**config.mk**
```make
export PLATFORM = sky130hd
export DESIGN_NAME = inst_fetch
export DESIGN_NICKNAME = d
export VERILOG_FILES = /design/src/rtl/inst_fetch.sv
export SDC_FILE = /design/constraint.sdc
export NUM_CORES = 1
export LEC_CHECK = 0
export ABC_CLOCK_PERIOD_IN_PS = 2000
export CAP_MARGIN = 5
export CORE_UTILIZATION = 33
export CTS_CLUSTER_SIZE = 24
export DETAILED_ROUTE_END_ITERATION = 7
export PLACE_DENSITY = 0.79
export SLEW_MARGIN = 20
export SYNTH_ARGS = -nofsm -noshare
export SYNTH_HDL_FRONTEND = slang
export SYNTH_SLANG_ARGS = --single-unit
```
**constraint.sdc**
```tcl
create_clock -name clk -period 2 [get_ports clk]
set_clock_uncertainty 0.15 [all_clocks]
set_input_delay 0.4 -clock clk [delete_from_list [all_inputs] [get_ports clk]]
set_output_delay 0.4 -clock clk [all_outputs]
set_load 0.005 [all_outputs]
```
**src/rtl/inst_fetch.sv**
```systemverilog
`default_nettype none
// ============================================================================
// Module      : inst_fetch
// Description : Three-phase instruction fetch unit (FETCH -> WAIT -> HOLD)
//               with valid/ready hand-off, redirect and halt-opcode stop.
//               Optional delivered-instruction counter under the macro
//               FETCH_PERF_CNT_EN (otherwise fetch_count is tied to zero).
// Revision    : 1.0 - initial release
// ============================================================================
module inst_fetch #(
    parameter logic [7:0] RESET_PC    = 8'h00,
    parameter logic [4:0] HALT_OPCODE = 5'h1F
) (
    input  logic        clk,
    input  logic        Reset,
    output logic [7:0]  mem_Address,
    output logic        mem_instRead,
    input  logic [24:0] mem_Dataout,
    input  logic [4:0]  mem_opcode,
    input  logic        redirect,
    input  logic [7:0]  redirect_addr,
    input  logic        fetch_ready,
    output logic        fetch_valid,
    output logic [24:0] fetch_inst,
    output logic [7:0]  fetch_pc,
    output logic        halted,
    output logic [15:0] fetch_count
);

    localparam logic [1:0] S_FETCH = 2'd0;
    localparam logic [1:0] S_WAIT  = 2'd1;
    localparam logic [1:0] S_HOLD  = 2'd2;
    localparam logic [1:0] S_HALT  = 2'd3;

    logic [1:0]  state_q,  state_d;
    logic [7:0]  pc_q,     pc_d;
    logic        valid_q,  valid_d;
    logic [24:0] inst_q,   inst_d;
    logic [7:0]  fpc_q,    fpc_d;
    logic        is_halt_q, is_halt_d;   // held word carries the halt opcode

    // Next-state logic; redirect overrides every other transition
    always_comb begin
        state_d   = state_q;
        pc_d      = pc_q;
        valid_d   = valid_q;
        inst_d    = inst_q;
        fpc_d     = fpc_q;
        is_halt_d = is_halt_q;
        if (redirect) begin
            state_d = S_FETCH;
            pc_d    = redirect_addr;
            valid_d = 1'b0;
        end else begin
            case (state_q)
                S_FETCH: state_d = S_WAIT;
                S_WAIT: begin
                    inst_d    = mem_Dataout;
                    fpc_d     = pc_q;
                    valid_d   = 1'b1;
                    pc_d      = pc_q + 8'd1;      // natural 8-bit wrap
                    is_halt_d = (mem_opcode == HALT_OPCODE);
                    state_d   = S_HOLD;
                end
                S_HOLD: begin
                    if (fetch_ready) begin
                        valid_d = 1'b0;
                        state_d = is_halt_q ? S_HALT : S_FETCH;
                    end
                end
                S_HALT:  state_d = S_HALT;
                default: state_d = S_FETCH;
            endcase
        end
    end

    // State and fetch-output registers, asynchronously cleared by Reset
    always_ff @(posedge clk or posedge Reset) begin
        if (Reset) begin
            state_q   <= S_FETCH;
            pc_q      <= RESET_PC;
            valid_q   <= 1'b0;
            inst_q    <= 25'b0;
            fpc_q     <= 8'b0;
            is_halt_q <= 1'b0;
        end else begin
            state_q   <= state_d;
            pc_q      <= pc_d;
            valid_q   <= valid_d;
            inst_q    <= inst_d;
            fpc_q     <= fpc_d;
            is_halt_q <= is_halt_d;
        end
    end

`ifdef FETCH_PERF_CNT_EN
    logic        w_accept;
    logic [15:0] count_q;

    // An instruction is accepted whenever HOLD sees ready, redirect or not
    assign w_accept = (state_q == S_HOLD) && fetch_ready;

    // Saturating count of accepted instructions
    always_ff @(posedge clk or posedge Reset) begin
        if (Reset) begin
            count_q <= 16'b0;
        end else if (w_accept && (count_q != 16'hFFFF)) begin
            count_q <= count_q + 16'd1;
        end
    end

    assign fetch_count = count_q;
`else
    assign fetch_count = 16'b0;
`endif

    // Reset masks the strobe because the state is forced to FETCH during it
    assign mem_instRead = (state_q == S_FETCH) && !Reset;
    assign mem_Address  = pc_q;
    assign fetch_valid  = valid_q;
    assign fetch_inst   = inst_q;
    assign fetch_pc     = fpc_q;
    assign halted       = (state_q == S_HALT);

endmodule
`default_nettype wire
```
==> flow_summary.toml, run 1 <==
[worst_setup_path]
cp_cell_sequence = "and2_1 -> clkdlybuf4s50_1"
cp-start-kind = "register"
worstSetupEndpointType = "output pin"
cp_slowest_cell = "clkdlybuf4s50_1"
path_max_fanout = 7
crit_arrival_ns = 1.37
cp.required_ns = 1.45
reg2reg_slack_ns = 0.31
r2r-end = "mem_Address[4]"
critPathKind = "reg2out"
crit_buf_inv = 1
r2r-start = "mem_Address[0]"
r2r_cells = 4
critPathTopFamily = "buffers and inverters"
cpPeakStageDelay_ns = 0.49
cp-startpoint = "state_q[1]"

[power_and_ir_drop]
power.share.sequential_pct = 43.4
comb_power_share_pct = 34.2
power.leakage_nw = 1.27
vdd_drop_max_v = 0.000463
netSwitchingPower_mw = 0.747
power.density_mw_per_mm2 = 1020
internal-power_mw = 2.34
power_frac_clock_pct = 22.4
power.share.switching_pct = 24.2

[worst_hold_path]
hp-class = "in2async"

[yosys]
ys_types = 32
yosys.area.top_type = "dfrtp_1"
seq_area_frac_synth_pct = 55.7
synth_common_cells = "45 x dfrtp_1, 28 x mux2_2, 16 x buf_4"
synth_seq_cells = 45
async_flop_share_pct = 100
synth_top_family_by_area = "multiplexers"
syn_area_mm2 = 0.00202
synth_edf_count = 0
synth.avg_cell_area_um2 = 13.0
synthCells = 156
yosys.area_share.simple_pct = 9.72
synthXorXnorAreaFrac_pct = 0.866
synth_area_leaders = "dfrtp_1 56%, mux2_2 16%, buf_4 5.9%"
synth_compound_area_share_pct = 4.58
ys.flop_type = "dfrtp_1"
synthAdderAreaFrac_pct = 0.619
synthMuxAreaShare_pct = 18.9
yosysWarnings = 0
yosysMostFrequentCell = "dfrtp_1"
synth_top_area_share_pct = 55.7

[global_route]
track_usage_pct = 15.1
grt_pass1_wl_mm = 7.52
met1_usage_pct = 18.0
grt_pass1_vias = 1596
busiest_layer = "met2"
grt_max_degree = 46
use_met2_pct = 26.5
overflow = 0
met3_usage_pct = 4.32
grt_antenna_before_repair = 0

[clock_tree]
clkTransAtPathRegs_ns = 0.08
clock_latency_ns = 0.28
root_buffer = "clkbuf_8"
numCtsBuffers = 5
cts.sinks = 45
clockBufferDepth = 2
holdBufCountCts = 0
cts_tree = "yes"
htree_levels = 2

[sta]
fmax_mhz = 522
totalNegativeSetupSlack_ns = 0
fin_crit_sh_pct = 95.8
min_period_ns = 1.92
hold_viol_final = 0
fin_hold_ws_ns = 0.328
setup_ws_ns = 0.0846
rsz0062_at_grt = "no"
setup_viol = 0
slew_violations = 0

[finish]
fin_area_mm2 = 0.00303
area_growth_pct = 50.0
n_fill_cell = 540
finalCoreUtilization_pct = 51.2
final_nets = 290
drive_above_1_share_pct = 17.7
seq_area_mm2 = 0.00113
multi_input_area_um2 = 761
diodes = 0

[floorplanning]
die-area_mm2 = 0.00644
core.rowCount = 28
ios = 102
fp.dieW_um = 80.3
start_util_pct = 34.2
fp.coreArea_mm2 = 0.00592
die_y_um = 80.3

[place]
placed_area_mm2 = 0.00292
port_buffers = 85
pre_cts_slack_ns = -0.0515
gp_congestion = 0.735
hpwlAfterDp_mm = 3.24

[run_status]
outcome = "completed"

[routing]
ant_nets = 0
vias = 1509
drt_wl_total_mm = 4.38
wl_per_cell_um = 13.5
dr.pass1.iters = 4
drc = 0
drt_iter0_drc = 42
vias_per_cell = 4.67

[run]
maxCapViolations = 0
==> power groups by stage <==
stage / clock network (mW) / logic [mW] / registers [mW]
finish: 0.692 / 1.05 / 1.34
detailed placement: 0 / 1.07 / 1.36
floorplan: 0 / 0.372 / 1.37
global placement: 0 / 1.04 / 1.34
global route: 0.768 / 1.15 / 1.38
CTS: 0.726 / 1.07 / 1.34
==> logic make-up after synthesis <==
kind of cell | Yosys count
other | 1
multiplexers | 34
AND/OR/NAND/NOR | 31
AO/OA/AOI/OAI | 15
adder cells (fa/ha/maj) | 1
flip-flops | 45
buffers and inverters | 27
XOR/XNOR | 2
==> layer usage <==
metal	wire length (um)	share of wire, %	up-vias
met5	0	0	-
met1	1850	42	730
li1	-	-	694
met3	373	8.5	4
met2	2120	48	81
met4	29	0.66	0
==> registers in the layout (all words and copies together) (netlist names) <==
register     flops
mem_Address      8
is_halt_q        1
state_q          2
fetch_inst      25
fetch_valid      1
fetch_pc         8
==> area by class of cell <==
cell class                 count  area share [%]
clock inverter                 1           0.990
timing repair buffer          90            30.1
multi-input combinational     99            25.1
tap                           75            3.09
clock buffer                   7            2.85
sequential                    45            37.2
inverter                       6           0.743
==> worst reg2reg max path: stages (launching register included) <==
cell	delay, ns
dfrtp_1	0.49
ha_1	0.20
nand3b_1	0.21
or4_1	0.48
nand3_1	0.10
==> through the flow <==
| step | cells | power, mW |
|---|---|---|
| 3_5_place_dp | 315 | 2.43 |
| 3_3_place_gp | 315 | 2.38 |
| 5_1_grt | 323 | 3.30 |
| 2_1_floorplan | 171 | 1.74 |
| 6_report | 323 | 3.09 |
| 4_1_cts | 323 | 3.14 |
==> how the worst max path moves through the flow <==
stage                    end  slack [ns]  cells past startpoint
2_1_floorplan  fetch_inst[0]        0.39                      1
4_1_cts               halted        0.07                      2
5_1_grt               halted       0.004                      2
3_3_place_gp    mem_instRead       -0.05                      3
6_report              halted        0.08                      2
3_5_place_dp    mem_instRead       -0.05                      3
==> placed cells by master, fill, tap and decap left out, drive strengths merged <==
master and count:
dlygate4sd2 1, and2 1, nor2b 1, o21ai 5, a31oi 2, a21oi 2
mux2i 1, nor3b 1, nand2 7, nand3 4, o211ai 3, and3 1
nand4b 1, inv 6, buf 5, nor3 3, a211oi 1, dfrtp 45
xnor2 2, o31ai 1, or3 1, ha 1, clkdlybuf4s50 84, nor2 3
nand4 2, bufinv 1, nand3b 1, conb 16, nand2b 1, or4 4
clkbuf 7, mux2 33, o21a 1
==> timing repair <==
item | 4_1_cts | 5_1_grt
endpoints found under the setup margin | 2 | 0
hold endpoints to repair | 0 | 0
buffers inserted | 0 | 0
resized for setup | 2 | 0
(Power assumes the default switching activity.)
==> inputs of run 2 (changes only) <==
--- a/config.mk
+++ b/config.mk
@@ -5,9 +5,9 @@
 export SDC_FILE = /design/constraint.sdc
 export NUM_CORES = 1
 export LEC_CHECK = 0
-export ABC_CLOCK_PERIOD_IN_PS = 2000
 export CAP_MARGIN = 5
 export CORE_UTILIZATION = 33
+export CTS_CLUSTER_DIAMETER = 100
 export CTS_CLUSTER_SIZE = 24
 export DETAILED_ROUTE_END_ITERATION = 7
 export PLACE_DENSITY = 0.79
==> results of run 2 <==
Final layout, timing and power as in run 1 (identical DEF).
==> inputs of run 3 (changes only) <==
--- a/config.mk
+++ b/config.mk
@@ -10,6 +10,7 @@
 export CTS_CLUSTER_DIAMETER = 100
 export CTS_CLUSTER_SIZE = 24
 export DETAILED_ROUTE_END_ITERATION = 7
+export HOLD_SLACK_MARGIN = 0.12
 export PLACE_DENSITY = 0.79
 export SLEW_MARGIN = 20
 export SYNTH_ARGS = -nofsm -noshare
==> results of run 3 <==
Final layout, timing and power as in run 1 (identical DEF).
